<file path="config.mk">
export PLATFORM = sky130hd
export DESIGN_NAME = day_12_sequence_detector
export DESIGN_NICKNAME = d
export VERILOG_FILES = /design/src/rtl/seq_det_pkg.sv /design/src/rtl/seq_det_counter.sv /design/src/rtl/day_12_sequence_detector.sv
export SDC_FILE = /design/constraint.sdc
export NUM_CORES = 1
export LEC_CHECK = 0
export CAP_MARGIN = 10
export CORE_AREA = 2 2 39 41
export DETAILED_ROUTE_END_ITERATION = 8
export DIE_AREA = 0 0 41 43
export PLACE_DENSITY_LB_ADDON = 0.05
export SYNTH_ARGS = -nofsm -noshare
export SYNTH_HDL_FRONTEND = slang
export SYNTH_SLANG_ARGS = --single-unit
export TNS_END_PERCENT = 1
</file>
<file path="constraint.sdc">
create_clock -name clk -period 1.35 [get_ports clk]
set_clock_uncertainty 0.15 [all_clocks]
set_input_delay 0.405 -clock clk [delete_from_list [all_inputs] [get_ports clk]]
set_output_delay 0.405 -clock clk [all_outputs]
set_load 0.02 [all_outputs]
</file>
<file path="src/rtl/seq_det_pkg.sv">
// -----------------------------------------------------------------------------
// seq_det_pkg
//   Shared definitions for the 12-bit serial sequence detector.
//   - seq_state_t : FSM state, Sk = longest matched pattern prefix of length k
//   - SEQ_PATTERN : the detected pattern, compared first bit = MSB
//   - SEQ_LEN     : pattern length in bits
//   - SEQ_CNT_W   : width of the optional saturating detection counter
// -----------------------------------------------------------------------------
package seq_det_pkg;

  localparam int unsigned SEQ_LEN   = 12;
  localparam int unsigned SEQ_CNT_W = 8;

  localparam logic [SEQ_LEN-1:0] SEQ_PATTERN = 12'b1110_1101_1011;

  typedef enum logic [3:0] {
    S0  = 4'd0,
    S1  = 4'd1,
    S2  = 4'd2,
    S3  = 4'd3,
    S4  = 4'd4,
    S5  = 4'd5,
    S6  = 4'd6,
    S7  = 4'd7,
    S8  = 4'd8,
    S9  = 4'd9,
    S10 = 4'd10,
    S11 = 4'd11,
    S12 = 4'd12
  } seq_state_t;

endpackage : seq_det_pkg

</file>
<file path="src/rtl/seq_det_counter.sv">
// -----------------------------------------------------------------------------
// seq_det_counter
//   Saturating event counter used by the detector when SEQ_DET_CNT_EN is set.
//   Ports:
//     clk   : rising-edge clock
//     reset : synchronous, active-high clear
//     inc   : count one event on this edge
//     cnt   : current count, holds at all-ones
// -----------------------------------------------------------------------------
module seq_det_counter
  import seq_det_pkg::*;
(
  input  logic                 clk,
  input  logic                 reset,
  input  logic                 inc,
  output logic [SEQ_CNT_W-1:0] cnt
);

  localparam logic [SEQ_CNT_W-1:0] CNT_MAX = '1;

  // NOTE: sequential state is written with non-blocking assignments only, so
  // every register samples the pre-edge values of its sources.
  always_ff @(posedge clk) begin
    if (reset) begin
      cnt <= '0;
    end else if (inc && (cnt != CNT_MAX)) begin
      cnt <= cnt + 1'b1;
    end
  end

endmodule : seq_det_counter

</file>
<file path="src/rtl/day_12_sequence_detector.sv">
// -----------------------------------------------------------------------------
// day_12_sequence_detector
//   Serial pattern detector. Samples one bit of x_i per rising clock edge and
//   raises det_o for one cycle whenever the last 12 sampled bits equal
//   1110_1101_1011 (first sampled bit = MSB). Overlapping matches count.
//
//   Ports:
//     clk       : rising-edge clock
//     reset     : synchronous, active-high; clears all partial matches
//     x_i       : serial data bit
//     det_o     : registered (Moore) detection pulse, high while in S12
//     det_cnt_o : 8-bit saturating detection count (SEQ_DET_CNT_EN only)
//
//   Build option:
//     SEQ_DET_CNT_EN : adds det_cnt_o and its saturating counter.
// -----------------------------------------------------------------------------
module day_12_sequence_detector
  import seq_det_pkg::*;
(
  input  logic                 clk,
  input  logic                 reset,
  input  logic                 x_i,
  output logic                 det_o
`ifdef SEQ_DET_CNT_EN
  ,
  output logic [SEQ_CNT_W-1:0] det_cnt_o
`endif
);

  seq_state_t state;
  seq_state_t state_next;

  always_ff @(posedge clk) begin
    if (reset) begin
      state <= S0;
    end else begin
      state <= state_next;
    end
  end

  // Next-state logic. Mismatch targets are the KMP fallbacks: a stray 1 after
  // "111" keeps "111" matched (S3); everything else that breaks the pattern
  // falls back to S0. S12 behaves like S2 because the pattern ends in its own
  // leading "11".
  always_comb begin
    // NOTE: default assigned first so no path through the case leaves
    // state_next unassigned, which would infer a latch.
    state_next = S0;
    unique case (state)
      S0:      state_next = x_i ? S1  : S0;
      S1:      state_next = x_i ? S2  : S0;
      S2:      state_next = x_i ? S3  : S0;
      S3:      state_next = x_i ? S3  : S4;
      S4:      state_next = x_i ? S5  : S0;
      S5:      state_next = x_i ? S6  : S0;
      S6:      state_next = x_i ? S3  : S7;
      S7:      state_next = x_i ? S8  : S0;
      S8:      state_next = x_i ? S9  : S0;
      S9:      state_next = x_i ? S3  : S10;
      S10:     state_next = x_i ? S11 : S0;
      S11:     state_next = x_i ? S12 : S0;
      S12:     state_next = x_i ? S3  : S0;
      default: state_next = S0;
    endcase
  end

  // Output decodes the state register directly, so it is glitch-free and
  // lasts exactly one cycle: S12 never transitions to itself.
  assign det_o = (state == S12);

`ifdef SEQ_DET_CNT_EN
  // Count on the edge that enters S12, i.e. the same edge that raises det_o.
  logic cnt_inc;
  assign cnt_inc = (state_next == S12);

  seq_det_counter u_counter (
    .clk   (clk),
    .reset (reset),
    .inc   (cnt_inc),
    .cnt   (det_cnt_o)
  );
`endif

endmodule : day_12_sequence_detector

</file>
==> results.md, run 1 <==
* Status: complete, but fails checks
* Failing checks: negative setup slack
* Final WS setup at -157.4 ps
* Width of the die at 41 um
* TritonCTS clock tree: yes
* Worst EP arrival at 950 ps
* Vias at 304
* Max-slew violations at 0
* Clk sink count at 4
* VDD IR max at 160.1 uV
* Clock Tree Buf Depth at 2
* Total iterations of the first detailed-routing run at 3
* Most flop-heavy register: state
* Filler cells at 146
* Mean Syn Cell Area at 7.668 um2
* Die ar. at 1763 um2
* Data required time at the worst endpoint at 800 ps
* Post-route cell area at 416.7 um2
* First-pass GRT wire length at 1.248 mm
* Peak fanout along the critical path at 2
* Pwr Density at 836.5 nW/um2
* WHS at 518.1 ps
* Row count at 14
* CP Capture Type: primary output
* WL per Instance at 11.67 um
* Initial DRC Count at 3
* Worst-path clk slew at 40 ps
* Largest cells by area after synthesis: dfxtp_1, nand2b_1, buf_8
* Syn nets at 42
* Worst skew pair latency at 230 ps
* CTS root buffer: clkbuf_4
* Layout Cells excl Fill at 66
* Place WS at -561.3 ps
* Post-CTS Repair Setup Buffers at 0
* Critical Setup Path Class: flip-flop to primary output
* Top Registers: state (4)
* Crit start category: flip-flop
* Final hold vios at 0
* Pleak at 0.1545 nW
* Initial antenna violation count at 0
* H-tree depth at 1
* Cell variety after synth at 22
* Largest net degree at the start of global routing at 9
* Worst Hold Depth at 3
* Cell count after synthesis at 39
* Ratio of cells with drive above 1 in the final layout at 0.3800
* Number of global-route vias before repair at 301
* Max transition margin at 0.8721
* Remaining antenna violation count at 0
* Synth Cell Area at 299.0 um2
* CTS buffer count at 3
* Dpl cell area at 377.9 um2
* Starting Density at 0.2161
* YS warnings at 0
* I/O Buffers at 3
* Yosys top cell by area: dfxtp_1
* Post-synth top area share at 0.2678
* Seq/Total Area, Yosys at 0.2678
* Max reg flops at 4
* Post-route DRC violation count at 0
* Ant. Diodes at 0
* Worst reg2reg setup slack at -90 ps
* Area Overhead vs Synth at 39.33%
* Io pins at 4
* Overflow after GRT at 0
* Max_cap viols at 0
* Die H at 43 um
* Post-synthesis register bit count at 4
* Core Footprint at 1384 um2
* Crit share post-route at 1.117
* RSZ-0062 raised after global routing: true
* Min cycle time layout at 1507 ps
* Final net count at 55
* Reg2Reg Depth at 5
* Highest Clock Rate at 663.4 MHz
* Inst Count DP at 63
* Least-Margin Pin Slew at 190.5 ps
* Min-delay worst type: input pin to flip-flop
* Gr usage total at 0.1083
* Drt via density at 4.606
* WL final at 770 um
* Placer Congestion at 0.7886
* Setup violators final at 2
-- layout make-up --
class / instances / area, um2 / share of cell area
timing repair buffer: 10 / 82.58 / 0.1982
inverter: 3 / 11.26 / 0.02703
tap: 16 / 20.02 / 0.04805
clock buffer: 3 / 22.52 / 0.05405
multi-input combinational: 30 / 197.7 / 0.4745
sequential: 4 / 82.58 / 0.1982
-- per-stage QoR --
step	power (mW)	util	setup TNS, ps
after floorplan	0.1725	-	-16.29
after global placement	0.1991	0.2731	-1542
after detailed placement	0.1987	0.2731	-1546
after CTS	0.3552	0.2993	-307.8
after global routing	0.3750	0.3011	-357.0
final	0.3485	0.3011	-249.0
-- worst max-delay path, cell delays in order (launching register included) --
cell and delay (ps):
dfxtp_2 310, nand2b_4 140, nor3_4 130, buf_6 140
-- cell usage after synthesis, drive strengths merged --
library cell and n:
a21boi 1, a21oi 3, a311oi 1, a31o 1
a31oi 1, buf 1, clkbuf 1, dfxtp 4
inv 3, mux2i 1, nand2 3, nand2b 5
nand3 2, nor2 4, nor2b 1, nor3 1
o21ai 2, o22ai 1, or3 2, xor2 1
-- per-layer routing --
layer / share of wire / wire length [um] / vias up / global-route usage
met2: 0.51 / 391 / 2 / 0.1500
li1: - / - / 159 / -
met5: 0 / 0 / - / 0
met1: 0.46 / 352 / 143 / 0.1314
met3: 0.032 / 25 / 0 / 0.02094
met4: 0 / 0 / 0 / 0.1000
-- logic make-up after synthesis --
| logic type | share of synthesized area |
|---|---|
| flops | 0.2678 |
| simple gates | 0.3138 |
| buf+inv | 0.1339 |
| xor+xnor | 0.02929 |
| compound gates | 0.2218 |
| mux | 0.03347 |
-- power by group --
part	internal, mW	switching (mW)	total (mW)	leakage [nW]
combinational	0.0341	0.0363	0.0704	0.107
clock	0.0994	0.0485	0.148	0.0138
sequential	0.126	0.00437	0.130	0.0336
-- timing repair --
action / CTS / global route
pin swaps: 1 / 1
setup endpoints to repair: 2 / 4
hold buffers: 0 / 0
resized for setup: 9 / 3
-- cells in the final DEF (no fill, tap or decap) --
cell type | Yosys | final
o22ai_1 | 1 | 1
clkbuf_4 | 0 | 3
a311oi_1 | 1 | 1
or3_1 | 2 | 2
nand2b_4 | 0 | 1
o21ai_0 | 2 | 2
nor3_4 | 0 | 1
a21boi_1 | 0 | 1
dlygate4sd2_1 | 0 | 1
buf_4 | 0 | 7
a21oi_1 | 2 | 2
a31o_1 | 1 | 1
nand3_1 | 2 | 2
dfxtp_2 | 0 | 2
nor2_1 | 4 | 4
xor2_1 | 1 | 1
inv_1 | 1 | 1
clkdlybuf4s50_1 | 0 | 1
inv_2 | 2 | 2
nand2b_1 | 5 | 4
nand2_1 | 3 | 3
mux2i_1 | 1 | 1
a21oi_2 | 1 | 1
nor2b_2 | 1 | 1
buf_6 | 0 | 1
dfxtp_1 | 4 | 2
a31oi_1 | 1 | 1
-- worst paths after layout --
path / startpoint / endpoint
max: state[1]$_SDFF_PP0_ / det_o
min: x_i / state[3]$_SDFF_PP0_
max reg2reg: state[1]$_SDFF_PP0_ / state[1]$_SDFF_PP0_
min reg2reg: state[3]$_SDFF_PP0_ / state[0]$_SDFF_PP0_
Note: power is estimated with default switching activity, not from simulation.
==> run 2, diff against run 1 <==
--- a/config.mk
+++ b/config.mk
@@ -9,6 +9,7 @@
 export CORE_AREA = 2 2 39 41
 export DETAILED_ROUTE_END_ITERATION = 8
 export DIE_AREA = 0 0 41 43
+export GPL_TIMING_DRIVEN = 0
 export PLACE_DENSITY_LB_ADDON = 0.05
 export SYNTH_ARGS = -nofsm -noshare
 export SYNTH_HDL_FRONTEND = slang
==> run 2 against run 1 <==
The run still ends with negative setup slack left. Combinational power decreased by 16%. Register-to-register slack improved by 70 ps. Core utilization down 1.4 points. Via count decreased by 4.9%. Worst setup slack got worse by 41 ps. Sequential share of layout area is 1.9 points higher. Total power shrank 0.82%. Routed wire length fell by 12%. Final cell count fell by 6.1%. First-iteration DRC count decreased by 100%. Sequential power about the same. Worst hold slack got worse by 220 ps. Critical path type unchanged. Critical endpoint unchanged. Highest routed layer is now met4.
==> results.md, run 2 (synthesized netlist as in run 1, its figures left out) <==
* Inst Count DP at 58
* Filler cells at 147
* Io pins at 4
* Final hold vios at 0
* Vias at 289
* Multi-input gate area at 193.9 um2
* Worst skew pair latency at 240 ps
* WL per Instance at 10.97 um
* Slowest cell delay on critical path at 340 ps
* Starting Density at 0.2161
* Crit start category: flip-flop
* Critical Path, Cell by Cell: nand2b_4, nor3_2, buf_4
* Total chip power at 0.3457 mW
* CTS buffer count at 3
* WL final at 680 um
* Slowest cell on the critical path: dfxtp_2
* Max transition margin at 0.8768
* Min-delay worst type: input pin to flip-flop
* Peak fanout along the critical path at 7
* Largest net degree at the start of global routing at 10
* Clk sink count at 4
* Crit share post-route at 1.147
* Remaining antenna violation count at 0
* Min cycle time layout at 1549 ps
* Pwr Density at 868.7 nW/um2
* Clock Tree Buf Depth at 2
* Initial DRC Count at 0
* Register area at 86.33 um2
* Die ar. at 1763 um2
* Max reg flops at 4
* I/O Buffers at 3
* CTS root buffer: clkbuf_4
* H-tree depth at 1
* First-pass GRT wire length at 1.193 mm
* Most flop-heavy register: state
* Highest Clock Rate at 645.6 MHz
* Least-Margin Pin Slew at 183.6 ps
* Die H at 43 um
* Most frequent cells in the layout: nand2b_1, nor2_1, nand2_1, clkbuf_4
* Ratio of cells with drive above 1 in the final layout at 0.3913
* Number of global-route vias before repair at 286
* Critical path buffers and inverters at 1
* Width of the die at 41 um
* Overflow after GRT at 0
* Crit path max-delay family: flip-flops
* TritonCTS clock tree: yes
* Pleak at 0.1362 nW
* RSZ-0062 raised after global routing: true
* Drt via density at 4.661
* Ant. Diodes at 0
* Failing checks: negative setup slack
* Max-slew violations at 0
* Post-DP HPWL at 474.1 um
* Worst-path clk slew at 40 ps
* Layout Cells excl Fill at 62
* Placer Congestion at 0.7816
* Final net count at 51
* Area Overhead vs Synth at 33.05%
* Total iterations of the first detailed-routing run at 1
* Post-route DRC violation count at 0
* VDD IR max at 203.5 uV
* Top Registers: state (4)
* CP Capture Type: primary output
* Initial antenna violation count at 0
* Fin Setup TNS at -227.5 ps
* Core Footprint at 1384 um2
* Most common cell after layout, fill and taps aside: nand2b_1
* Critical Setup Path Class: flip-flop to primary output
* Row count at 14
* Worst EP arrival at 990 ps
* Final WS setup at -198.8 ps
* Gr usage total at 0.1092
* Setup violators final at 3
* Status: complete, but fails checks
* Max_cap viols at 0
* Data required time at the worst endpoint at 800 ps
* Place WS at -648.4 ps
* Hold-fix buffers at CTS at 0
## run 2: layer usage
layer,global-route usage,share of wire,up-vias
met5,0,0,-
met3,0.04712,0.041,4
met4,0.1200,0.035,0
met2,0.1531,0.52,4
li1,-,-,148
met1,0.1054,0.40,133
## run 2: layout make-up
| class | instances | area share |
|---|---|---|
| multi-input cells | 30 | 0.4874 |
| plain buffers | 2 | 0.07547 |
| well taps | 16 | 0.05031 |
| flip-flops and latches | 4 | 0.2170 |
| clock buffers | 3 | 0.05660 |
| repair buffers | 4 | 0.08491 |
| inverters | 3 | 0.02830 |
## run 2: worst paths after layout
kind                       startpoint                   to  slack (ps)  depth (start not counted)
setup / recovery  state[1]$_SDFF_PP0_                det_o        -200                          3
hold / removal                    x_i  state[3]$_SDFF_PP0_         300                          2
setup reg to reg  state[2]$_SDFF_PP0_  state[3]$_SDFF_PP0_         -20                          5
hold reg to reg   state[3]$_SDFF_PP0_  state[0]$_SDFF_PP0_         430                          3
## run 2: worst register-to-register path: cells and delay by family (launching register included)
| family | cells | cell delay [ps] |
|---|---|---|
| AO/OA/AOI/OAI | 1 | 240 |
| buffers and inverters | 2 | 250 |
| AND/OR/NAND/NOR | 2 | 330 |
| flip-flops | 1 | 310 |
## run 2: what timing repair did
action / in CTS / in global routing
setup buffers: 1 / 0
resized for setup: 14 / 4
pin swaps: 3 / 0
endpoints found under the setup margin: 3 / 4
endpoints found under the hold margin: 0 / 0
## run 2: power by group
part / total [mW] / internal [mW] / switching, mW
sequential: 0.132 / 0.125 / 0.00744
combinational: 0.0594 / 0.0293 / 0.0302
clock: 0.154 / 0.0998 / 0.0542
total: 0.346 / 0.254 / 0.0918
## run 2: metrics by stage
| stage | instance area [um2] | hold WS, ps | util |
|---|---|---|---|
| CTS | 400.4 | 388.2 | 0.2893 |
| detailed placement | 354.1 | 476.7 | 0.2559 |
| finish | 397.9 | 297.0 | 0.2875 |
| global placement | 354.1 | 485.3 | 0.2559 |
| global route | 397.9 | 298.6 | 0.2875 |
| floorplan | 304.0 | 317.4 | - |
==> run 3, diff against run 2 <==
--- a/config.mk
+++ b/config.mk
@@ -10,8 +10,9 @@
 export DETAILED_ROUTE_END_ITERATION = 8
 export DIE_AREA = 0 0 41 43
 export GPL_TIMING_DRIVEN = 0
-export PLACE_DENSITY_LB_ADDON = 0.05
+export PLACE_DENSITY_LB_ADDON = 0.08
 export SYNTH_ARGS = -nofsm -noshare
 export SYNTH_HDL_FRONTEND = slang
+export SYNTH_HIERARCHICAL = 1
 export SYNTH_SLANG_ARGS = --single-unit
 export TNS_END_PERCENT = 1
==> run 3 against run 2 <==
Clock-buffer cell count did not move. Non-clock buffer count is 2 higher. Register-to-register slack worse by 50 ps. Synthesized cell count unchanged. Global-route usage increased by 1.5 points. Worst setup slack better by 23 ps. Final area up 3.8%. Largest power group unchanged. The flow still finishes with violations (negative setup slack). Area after synthesis stayed put. Final cell count grew 3.2%. Sequential power hardly changed. Fmax grew 1.5%. Routed wire length is 15% higher.
==> results.md, run 3 <==
* Pwr Density at 837.8 nW/um2
* Final net count at 53
* Gr usage total at 0.1242
* Filler cells at 158
* Worst-path clk slew at 40 ps
* WHS at 317.2 ps
* Inst Count DP at 58
* Top-count cell post-synth: nand2b_1
* Seq/Total Area, Yosys at 0.2678
* Setup violators final at 4
* Overflow after GRT at 0
* Syn nets at 42
* Top Registers: state (4)
* Hold-fix buffers at CTS at 0
* Highest Clock Rate at 655.5 MHz
* Max transition margin at 0.8635
* Final WS setup at -175.6 ps
* CP Capture Type: primary output
* R2r endpoint: state[3]$_SDFF_PP0_
* Core Footprint at 1384 um2
* Area Overhead vs Synth at 38.08%
* Post-synthesis register bit count at 4
* Reg2Reg Depth at 5
* Seq pwr share at 0.387
* Drt via density at 4.828
* Internal power at 0.2527 mW
* Largest net degree at the start of global routing at 10
* Most frequent cells in the layout: nand2b_1, buf_4, nor2_1, nand2_1, clkbuf_4
* Failing checks: negative setup slack
* FFs w/ async S/R, synth at 0
* Fin Setup TNS at -340.7 ps
* Cell count after synthesis at 39
* Ant. Diodes at 0
* Post-route DRC violation count at 0
* Initial antenna violation count at 0
* Cell variety after synth at 22
* Worst r2r src: state[2]$_SDFF_PP0_
* Post-synth EDFFs at 0
* CTS root buffer: clkbuf_4
* Worst EP arrival at 970 ps
* Starting Density at 0.2161
* Most flop-heavy register: state
* Final hold vios at 0
* Crit path launch: state[2]$_SDFF_PP0_
* Placer Congestion at 0.7043
* Pleak at 0.1464 nW
* Post-DP HPWL at 523.3 um
* Row count at 14
* Worst reg2reg setup slack at -70 ps
* Synth top cells by count: nand2b_1, dfxtp_1, nor2_1, nand2_1
* Util after Layout at 0.2984
* I/O Buffers at 3
* Switching power at 0.09321 mW
* Crit start category: flip-flop
* Remaining antenna violation count at 0
* RSZ-0062 raised after global routing: true
* Setup crit end: det_o
* Die ar. at 1763 um2
* Critical Setup Path Class: flip-flop to primary output
* Vias at 309
* Post-route cell area at 412.9 um2
* Worst skew pair latency at 240 ps
* Yosys top cell by area: dfxtp_1
* Crit share post-route at 1.130
* Total iterations of the first detailed-routing run at 4
* Dpl cell area at 354.1 um2
* Switching share of power at 0.2695
* H-tree depth at 1
* VDD IR max at 346.9 uV
* Clock Tree Buf Depth at 2
* Clk sink count at 4
* Post-synth top area share at 0.2678
* Place WS at -685.9 ps
* Layout Cells excl Fill at 64
* Combinational share of power at 0.169
* Die H at 43 um
* Synth Cell Area at 299.0 um2
* Mean Syn Cell Area at 7.668 um2
* First-pass GRT wire length at 1.393 mm
* Ratio of cells with drive above 1 in the final layout at 0.4583
* YS warnings at 6
* Total chip power at 0.3459 mW
* Peak fanout along the critical path at 3
* Status: complete, but fails checks
* CTS buffer count at 3
* Max reg flops at 4
* Clock power share at 0.444
* Least-Margin Pin Slew at 203.3 ps
* Largest cells by area after synthesis: dfxtp_1, nand2b_1, buf_8
* Synth Flop Type: dfxtp_1
* WL final at 779 um
* WL per Instance at 12.17 um
* Width of the die at 41 um
* Initial DRC Count at 5
* Max-slew violations at 0
* Min-delay worst type: input pin to flip-flop
* Number of global-route vias before repair at 319
* Min cycle time layout at 1526 ps
* Io pins at 4
* Max_cap viols at 0
* TritonCTS clock tree: yes
* Data required time at the worst endpoint at 800 ps
## run 3: cell counts after synthesis
No cell type changed its count.
## run 3: worst min path at each step
stage / end / slack, ps / cells past startpoint / startpoint
floorplan: state[1]$_SDFF_PP0_ / 320 / 1 / reset
global placement: state[3]$_SDFF_PP0_ / 480 / 3 / state[2]$_SDFF_PP0_
detailed placement: state[3]$_SDFF_PP0_ / 500 / 3 / state[2]$_SDFF_PP0_
CTS: state[3]$_SDFF_PP0_ / 410 / 2 / x_i
global route: state[3]$_SDFF_PP0_ / 330 / 2 / x_i
finish: state[3]$_SDFF_PP0_ / 320 / 2 / x_i
## run 3: power by group through the flow
stage	registers (mW)	logic, mW	clock network [mW]
finish	0.134	0.0585	0.153
global route	0.135	0.0650	0.171
CTS	0.134	0.0560	0.162
detailed placement	0.134	0.0573	0
global placement	0.134	0.0565	0
floorplan	0.132	0.0407	0
## run 3: layout make-up
cell class              instances  area, um2  area share
repair buffers                  7      56.30      0.1364
clock buffers                   3      22.52     0.05455
multi-input cells              30      197.7      0.4788
well taps                      16      20.02     0.04848
flip-flops and latches          4      90.09      0.2182
plain buffers                   1      15.01     0.03636
inverters                       3      11.26     0.02727
## run 3: cells by family (layout without fill, tap and decap cells)
family          count (synthesis)  after routing  share of synthesized area
compound gates                 10             10                     0.2218
xor+xnor                        1              1                    0.02929
buf+inv                         5             14                     0.1339
flops                           4              4                     0.2678
mux                             1              1                    0.03347
simple gates                   18             18                     0.3138
## run 3: metal layers
| metal | wire (um) | part of all wire | global-route usage |
|---|---|---|---|
| met1 | 334 | 0.43 | 0.1374 |
| met2 | 394 | 0.51 | 0.1781 |
| met3 | 24 | 0.031 | 0.04712 |
| met4 | 26 | 0.033 | 0.1000 |
| met5 | 0 | 0 | 0 |
## run 3: what timing repair did
item | in CTS | in global routing
setup endpoints to repair | 4 | 4
buffers inserted | 3 | 1
gates cloned | 0 | 0
pin swaps | 3 | 1
resized for setup | 18 | 3
## run 3: worst max-delay path, cell delays in order, from the launching register on
cell and delay [ps]:
dfxtp_2 320, buf_8 100, nand2b_4 50, nor3_2 100
buf_4 160
